<file path="src/rtl/iobus_uart_pkg.sv">
// rtl/iobus_uart_pkg.sv - shared types and register map for the IOBUS UART transmitter
package iobus_uart_pkg;

   typedef enum logic [1:0] {IDLE, START, DATA, STOP} uart_tx_state_t;

   localparam logic [31:0] DATA_OFS   = 32'h0000_0000;
   localparam logic [31:0] STATUS_OFS = 32'h0000_0004;
   localparam logic [31:0] CTRL_OFS   = 32'h0000_0008;

   localparam int ST_FULL  = 0;
   localparam int ST_EMPTY = 1;
   localparam int ST_BUSY  = 2;
   localparam int ST_OVF   = 3;
   localparam int ST_COUNT = 4;

endpackage

</file>
<file path="src/rtl/sync_fifo.sv">
// rtl/sync_fifo.sv - first-word-fall-through synchronous FIFO, power-of-two depth
module sync_fifo #(
   parameter int WIDTH = 8,
   parameter int DEPTH = 16
) (
   input  logic                   CLK,
   input  logic                   RST_N,
   input  logic                   push,
   input  logic                   pop,
   input  logic [WIDTH-1:0]       wdata,
   output logic [WIDTH-1:0]       rdata,
   output logic [$clog2(DEPTH):0] count,
   output logic                   full,
   output logic                   empty
);

   localparam int PTR_W = $clog2(DEPTH);
   localparam int CNT_W = PTR_W + 1;

   logic [WIDTH-1:0] mem [DEPTH];
   logic [PTR_W-1:0] wr_ptr;
   logic [PTR_W-1:0] rd_ptr;
   logic             do_push;
   logic             do_pop;

   assign full    = (count == CNT_W'(DEPTH));
   assign empty   = (count == '0);
   // full is the pre-edge value, so a push into a full FIFO is lost even if a pop frees a slot this edge
   assign do_push = push && !full;
   assign do_pop  = pop && !empty;
   assign rdata   = mem[rd_ptr];

   always_ff @(posedge CLK) begin
      if (!RST_N) begin
         wr_ptr <= '0;
         rd_ptr <= '0;
         count  <= '0;
      end else begin
         if (do_push) begin
            mem[wr_ptr] <= wdata;
            wr_ptr      <= wr_ptr + PTR_W'(1);
         end
         if (do_pop) begin
            rd_ptr <= rd_ptr + PTR_W'(1);
         end
         case ({do_push, do_pop})
            2'b10:   count <= count + CNT_W'(1);
            2'b01:   count <= count - CNT_W'(1);
            default: count <= count;
         endcase
      end
   end

endmodule

</file>
<file path="src/rtl/iobus_uart_tx.sv">
// rtl/iobus_uart_tx.sv - IOBUS responder that queues bytes and sends them as 8N1 frames on TX
module iobus_uart_tx
   import iobus_uart_pkg::*;
#(
   parameter logic [31:0] BASE_AD      = 32'h1118_0000,
   parameter int          CLKS_PER_BIT = 434,
   parameter int          FIFO_DEPTH   = 16
) (
   input  logic        CLK,
   input  logic        RST_N,
   input  logic [31:0] IOBUS_ADDR,
   input  logic [31:0] IOBUS_OUT,
   input  logic        IOBUS_WR,
   output logic [31:0] RD_DATA,
   output logic        TX
);

   localparam int                CNT_W     = $clog2(FIFO_DEPTH) + 1;
   localparam int                BAUD_W    = (CLKS_PER_BIT > 1) ? $clog2(CLKS_PER_BIT) : 1;
   localparam logic [BAUD_W-1:0] BAUD_LAST = BAUD_W'(CLKS_PER_BIT - 1);

   logic             wr_data;
   logic             wr_ctrl;
   logic             ovf;
   logic             fifo_pop;
   logic [7:0]       fifo_rdata;
   logic [CNT_W-1:0] fifo_count;
   logic             fifo_full;
   logic             fifo_empty;
   logic [31:0]      status;
   logic             unused_wdata;

   uart_tx_state_t    state_q, state_d;
   logic              tx_q, tx_d;
   logic [7:0]        shift_q, shift_d;
   logic [2:0]        bit_q, bit_d;
   logic [BAUD_W-1:0] baud_q, baud_d;
   logic              baud_done;

   assign wr_data      = IOBUS_WR && (IOBUS_ADDR == BASE_AD + DATA_OFS);
   assign wr_ctrl      = IOBUS_WR && (IOBUS_ADDR == BASE_AD + CTRL_OFS);
   assign unused_wdata = ^IOBUS_OUT[31:8];

   sync_fifo #(
      .WIDTH (8),
      .DEPTH (FIFO_DEPTH)
   ) u_fifo (
      .CLK   (CLK),
      .RST_N (RST_N),
      .push  (wr_data),
      .pop   (fifo_pop),
      .wdata (IOBUS_OUT[7:0]),
      .rdata (fifo_rdata),
      .count (fifo_count),
      .full  (fifo_full),
      .empty (fifo_empty)
   );

   always_ff @(posedge CLK) begin
      if (!RST_N) begin
         ovf <= 1'b0;
      end else if (wr_data && fifo_full) begin
         ovf <= 1'b1;
      end else if (wr_ctrl && IOBUS_OUT[0]) begin
         ovf <= 1'b0;
      end
   end

   always_comb begin
      status                     = '0;
      status[ST_FULL]            = fifo_full;
      status[ST_EMPTY]           = fifo_empty;
      status[ST_BUSY]            = (state_q != IDLE);
      status[ST_OVF]             = ovf;
      status[ST_COUNT +: CNT_W]  = fifo_count;
      RD_DATA = (IOBUS_ADDR == BASE_AD + STATUS_OFS) ? status : 32'h0;
   end

   assign baud_done = (baud_q == BAUD_LAST);
   assign TX        = tx_q;

   always_ff @(posedge CLK) begin
      if (!RST_N) begin
         state_q <= IDLE;
         tx_q    <= 1'b1;
         shift_q <= '0;
         bit_q   <= '0;
         baud_q  <= '0;
      end else begin
         state_q <= state_d;
         tx_q    <= tx_d;
         shift_q <= shift_d;
         bit_q   <= bit_d;
         baud_q  <= baud_d;
      end
   end

   always_comb begin
      state_d  = state_q;
      tx_d     = tx_q;
      shift_d  = shift_q;
      bit_d    = bit_q;
      baud_d   = baud_q;
      fifo_pop = 1'b0;

      case (state_q)
         IDLE: begin
            baud_d = '0;
            if (!fifo_empty) begin
               fifo_pop = 1'b1;
               shift_d  = fifo_rdata;
               tx_d     = 1'b0;
               bit_d    = '0;
               state_d  = START;
            end
         end
         START: begin
            if (baud_done) begin
               baud_d  = '0;
               tx_d    = shift_q[0];
               state_d = DATA;
            end else begin
               baud_d = baud_q + BAUD_W'(1);
            end
         end
         DATA: begin
            if (baud_done) begin
               baud_d = '0;
               if (bit_q == 3'd7) begin
                  tx_d    = 1'b1;
                  state_d = STOP;
               end else begin
                  bit_d   = bit_q + 3'd1;
                  shift_d = {1'b0, shift_q[7:1]};
                  tx_d    = shift_q[1];
               end
            end else begin
               baud_d = baud_q + BAUD_W'(1);
            end
         end
         STOP: begin
            if (baud_done) begin
               baud_d = '0;
               // chain straight into the next start bit so queued bytes leave with no idle gap
               if (!fifo_empty) begin
                  fifo_pop = 1'b1;
                  shift_d  = fifo_rdata;
                  tx_d     = 1'b0;
                  bit_d    = '0;
                  state_d  = START;
               end else begin
                  state_d = IDLE;
               end
            end else begin
               baud_d = baud_q + BAUD_W'(1);
            end
         end
         default: begin
            state_d = IDLE;
            tx_d    = 1'b1;
         end
      endcase
   end

endmodule

</file>
<file path="config.mk">
export PLATFORM = sky130hd
export DESIGN_NAME = iobus_uart_tx
export DESIGN_NICKNAME = d
export VERILOG_FILES = /design/src/rtl/iobus_uart_pkg.sv /design/src/rtl/sync_fifo.sv /design/src/rtl/iobus_uart_tx.sv
export SDC_FILE = /design/constraint.sdc
export NUM_CORES = 1
export LEC_CHECK = 0
export BUFFER_PORTS_ARGS = -buffer_cell sky130_fd_sc_hd__buf_2
export CAP_MARGIN = 20
export CELL_PAD_IN_SITES_DETAIL_PLACEMENT = 0
export CELL_PAD_IN_SITES_GLOBAL_PLACEMENT = 1
export CORE_MARGIN = 4
export CORE_UTILIZATION = 40
export DETAILED_ROUTE_END_ITERATION = 7
export PLACE_DENSITY_LB_ADDON = 0.1
export SLEW_MARGIN = 0
export SYNTH_ARGS = -nofsm -noshare
export SYNTH_HDL_FRONTEND = slang
export SYNTH_SLANG_ARGS = --single-unit
</file>
<file path="constraint.sdc">
create_clock -name CLK -period 7.16 [get_ports CLK]
set_input_delay 2.148 -clock CLK [delete_from_list [all_inputs] [get_ports CLK]]
set_output_delay 2.148 -clock CLK [all_outputs]
set_load 0.01 [all_outputs]
</file>
; Word level (Yosys, flattened, before mapping)
; Memory sizes are Yosys's and may differ from the RTL's. A register that Yosys moved wholly into a read port is not among the register bits.
; Cells that the tools add are included.
[totals]
out_inout_bits = 33
latch_bits = 0
wordCells = 88
ff_bits = 37
inputBits = 67
rom_bits = 0
n_memories = 1
ram_bits = 128
[classes]
n_eq_ne = 17
add_sub_neg = 6
shift = 0
div_mod_pow = 0
multipliers = 0
n_bitwise = 0
n_mux = 37
n_reduce_logical = 18
magnitude_cmp = 0
[mem_list]
columns = name, depth, width, rd, rd_ports_with_merged_regs, wr, line_no
row1 = u_fifo.mem, 16, 8, 1, 1, 1, sync_fifo.sv:20  ; logic [WIDTH-1:0] mem [DEPTH];
[op_table]
columns = cell, n
row1 = 32-bit by 29-bit == test with 1-bit output (second input constant), 3
row2 = 8-bit 2-to-1 mux, 4
row3 = 8-bit one-hot mux with 3 select lines, 1
row4 = 9-bit 2-to-1 mux, 2
row5 = 9-bit one-hot mux with 2 select lines, 1
row6 = 1-bit 2-to-1 mux, 13
row7 = 3-bit 2-to-1 mux, 4
row8 = 2-bit != test (second input constant), 6
row9 = 2-bit 2-to-1 mux, 5
row10 = 5-bit one-hot mux with 2 select lines, 1
row11 = 9-bit by 1-bit adder with 9-bit output (second input constant), 1
row12 = 9-bit == test (second input constant), 1
row13 = 3-bit one-hot mux with 3 select lines, 1
row14 = 4-bit by 1-bit adder with 4-bit output (second input constant), 2
row15 = 4-bit 2-to-1 mux, 2
row16 = 2-bit one-hot mux with 4 select lines, 1
row17 = 2-bit == test (second input constant), 3
row18 = 1-bit logical AND, 6
row19 = 2-bit nonzero test, 3
row20 = 5-bit by 1-bit adder with 5-bit output (second input constant), 1
row21 = 5-bit == test (second input constant), 1
row22 = 5-bit logical NOT, 1
row23 = 5-bit AND reduction, 1
row24 = 5-bit by 1-bit subtractor with 5-bit output (second input constant), 1
row25 = other kinds (11), 13

; Longest topological paths before layout
[depth]
word_depth = 7
mapped_depth = 14
mapped_depth_nobuf = 13

; Hierarchy
; From an unflattened synthesis, not the netlist that was laid out.
[unflattened]
hier_cells = 508
hier_area_um2 = 7475.9
[modules_own_cells]
columns = module, area_per_inst_um2, instances, seq_area_each_um2, cells_per_inst
row1 = sync_fifo, 5779.3, 1, 4184.0, 315
row2 = iobus_uart_tx, 1696.6, 1, 480.5, 193

; Least setup slack after synthesis
; No wires, ideal clock.
[synth_timing]
path_type = input-to-output
startpoint = in IOBUS_ADDR[11]
endpoint = out RD_DATA[2]
required_ps = 5012
cell_stages = 4
setup_slack_ps = 1335
n_path_buf = 0
t_arrival_ps = 3677
cell_sequence = or4_1 > or3_1 > nor4_2 > nor2b_1
[synth_via]
elab_chain_len = 2
[synth_lines]
columns = element, line_no
row1 = from (decl), iobus_uart_tx.sv:11  ; input logic [31:0] IOBUS_ADDR,
row2 = 32-bit by 29-bit == test with 1-bit output, iobus_uart_tx.sv:76  ; RD_DATA = (IOBUS_ADDR == BASE_AD + STATUS_OFS) ? status : 32'h0;
row3 = 9-bit 2-to-1 mux, iobus_uart_tx.sv:76
row4 = to (decl), iobus_uart_tx.sv:14  ; output logic [31:0] RD_DATA,
; No other way between the ends.

; Worst setup path in the final report
[layout_timing]
startpoint = in IOBUS_ADDR[11]
endpoint = out RD_DATA[0]
; Same word-level chain as after synthesis.

==> summary.md <==
| Metric | Value |
|---|---|
| Worst path slowest cell | or4_1 |
| Area grow syn2layout | 12.5% |
| Top_reg_cell synth | edfxtp_1 |
| Total routed wirelength | 14100 um |
| Die Footprint | 20500 um^2 |
| Clock buffer count from CTS | 17 |
| Layout cells sized above 1 | 0.237 |
| Rows | 49 |
| Total number of yosys warnings | 0 |
| Worst stage delay on the critical path | 0.57 ns |
| Total grt overflow | 0 |
| Cell taking the most area after synthesis | edfxtp_1 |
| Worst-path maximum fanout | 9 |
| Nets | 622 |
| Via count | 4045 |
| Crit. End Element | primary output |
| Status | complete, no violations |
| Residual DRC count | 0 |
| Placeable Area | 18000 um^2 |
| Max Transition Viols Final | 0 |
| Synth Area per Inst | 15.1 um^2 |
| Min Tclk post-route | 6.17 ns |
| I/O Pins | 100 |
| # fillers | 1622 |
| Post-synth top area share | 0.525 |
| Commonest cells post-synth | edfxtp_1, nor2_1, dfxtp_1, mux4_2, nand2_1 |
| Initial Util | 0.408 |
| Vias in the first global route | 3988 |
| DRT iter0 DRCs | 215 |
| Via density | 5.18 |
| RSZ-0062 raised after global routing | no |
| First-pass GRT wire length | 21900 um |
| GPL Wtd Cong | 0.761 |
| Port-buffer cells | 52 |
| Bufs on Longest Clock Path | 2 |
| CTS tree | yes |
| Top delay family on crit path | simple AND/OR/NAND/NOR gates |
| Multi-input logic area | 2420 um^2 |
| Top post-synthesis cells by area | edfxtp_1, mux4_2, dfxtp_1, ha_1, buf_4 |
| Final HPWL DP | 9560 um |
| Routed wire length per instance | 18.1 um |
| Diodes inserted | 0 |
| Slew HR | 0.362 |
| Clk root buf | clkbuf_16 |
| Clock slew at reported path FFs | 0.07 ns |
| Hold_buf cts | 0 |
| Sequential share of the synthesized area | 0.637 |
| Routed Antenna Nets | 0 |
| Initial antenna violation count | 0 |
| Lkg Pwr | 2.74 nW |
| Final hold vios | 0 |
| Resize count post-CTS | 0 |
| DRT Pass-1 Iters | 4 |
| Critical path's most frequent cell | buf_2 |
| PwrDens | 241 nW/um^2 |
| Count leader, synth | edfxtp_1 |
| Kind of critical path | in2out |
| Critical Path RT | 5.01 ns |
| Overall routing resource usage | 0.144 |
| CP arrival | 4.02 ns |
| Max Freq | 0.162 GHz |
| Setup TNS | 0 ns |
| Setup crit start kind | primary input |
| Yosys cell types | 57 |
| Final Skew | 0.0147 ns |
| Worst skew pair latency | 0.43 ns |
| Chip width | 143 um |
| Peak supply drop | 0.000165 V |
| Clk sinks | 169 |
| Largest net degree at the start of global routing | 33 |
| Final Setup Violations | 0 |
| Number of H-tree levels | 4 |
| EDFF count, synth | 128 |
| Post-Syn Area | 7320 um^2 |
| Worst Path Buf+Inv | 2 |
| Reg area | 4670 um^2 |
| Share of synthesized registers carrying an async set or reset | 0 |
| Max-Cap Viols | 0 |
| Fin crit share | 0.861 |
| CP Cell Sequence | buf_2, or4_1, or3_1, nor4_2, and3_1, buf_2 |
| Die Y | 143 um |
| Post-CTS Setup Inserts | 0 |
| Synthesized flop and latch total | 169 |
| FF-to-FF setup slack | 3.63 ns |
| Synthesized instance count | 484 |
| Worst slew pin tran | 0.953 ns |
| Total Power | 1.99 mW |
| Min-delay worst type | reg2reg |
[worst reg2reg max path, cell delays in order, from the launching register on]
cell and delay (ns):
dfxtp_1 0.35, inv_1 0.05, ha_1 0.17, and4bb_1 0.24, a31oi_1 0.37, or3_4 0.23
clkinv_1 0.21, ha_1 0.40, xor2_1 0.19, ha_1 0.25, o31a_1 0.25, or4_4 0.42
a21oi_2 0.17, mux2i_1 0.19
[cell type report]
cell class | count | area share
flip-flops and latches | 169 | 0.566
repair buffers | 56 | 0.0352
clock inverters | 14 | 0.0141
clock buffers | 18 | 0.0521
inverters | 8 | 0.00364
well taps | 229 | 0.0348
multi-input cells | 287 | 0.294
[per-layer routing]
metal | global-route usage | share of wire | up-vias | wire (um)
met5 | 0 | 0 | - | 0
met4 | 0.0476 | 0.012 | 0 | 167
met3 | 0.0362 | 0.055 | 12 | 770
met2 | 0.244 | 0.50 | 92 | 7020
met1 | 0.183 | 0.44 | 2023 | 6170
li1 | - | - | 1918 | -
[logic make-up after synthesis]
group	count (synthesis)	share of synthesized area
flops	169	0.637
simple gates	135	0.0996
mux	52	0.136
buf+inv	50	0.0434
compound gates	47	0.0391
fa+ha+maj	16	0.0273
xor+xnor	14	0.0167
other cells	1	0.000512
[path summary, 6_finish.rpt]
| path | from | to | cells past startpoint |
|---|---|---|---|
| max reg2reg | baud_q[1] | u_fifo.count[4] | 13 |
| min | bit_q[1] | bit_q[1] | 2 |
| min reg2reg | bit_q[1] | bit_q[1] | 2 |
| max | IOBUS_ADDR[11] | RD_DATA[0] | 6 |
[report_power, final]
group / total (mW) / leakage [nW] / switching, mW / internal, mW
sequential: 1.06 / 1.48 / 0.00465 / 1.06
clock: 0.846 / 0.264 / 0.393 / 0.453
combinational: 0.0787 / 1.00 / 0.0516 / 0.0271
[cell usage in the layout (no fill, tap or decap), types with 9 or more instances in the layout]
cell | netlist | routed
conb_1 | 1 | 23
edfxtp_1 | 128 | 128
mux2i_1 | 14 | 14
a21oi_1 | 17 | 17
nand3_1 | 11 | 11
nor2_1 | 46 | 46
clkbuf_16 | 0 | 17
o21ai_0 | 11 | 11
ha_1 | 16 | 16
xor2_1 | 9 | 9
mux4_2 | 38 | 38
nand2_1 | 26 | 26
buf_2 | 5 | 52
dfxtp_1 | 41 | 40
[stage by stage]
step / hold WS, ns / setup WS (ns) / area, um^2 / util / instances
after floorplan: 0.433 / 1.34 / 7400 / - / 506
after global placement: 0.443 / 0.928 / 7690 / 0.428 / 748
after detailed placement: 0.453 / 0.927 / 7690 / 0.428 / 748
after CTS: 0.463 / 0.921 / 8230 / 0.458 / 780
after global routing: 0.489 / 0.786 / 8240 / 0.459 / 781
final: 0.462 / 0.992 / 8240 / 0.459 / 781
[sequential cells by signal (all words and copies together), names as in the netlist, named ones only]
name,cells
baud_q,9
bit_q,3
TX,1
state_q,2
u_fifo.wr_ptr,4
u_fifo.mem,128
u_fifo.rd_ptr,4
shift_q,8
u_fifo.count,5
ovf,1
Power figures use the tool's default switching activity.
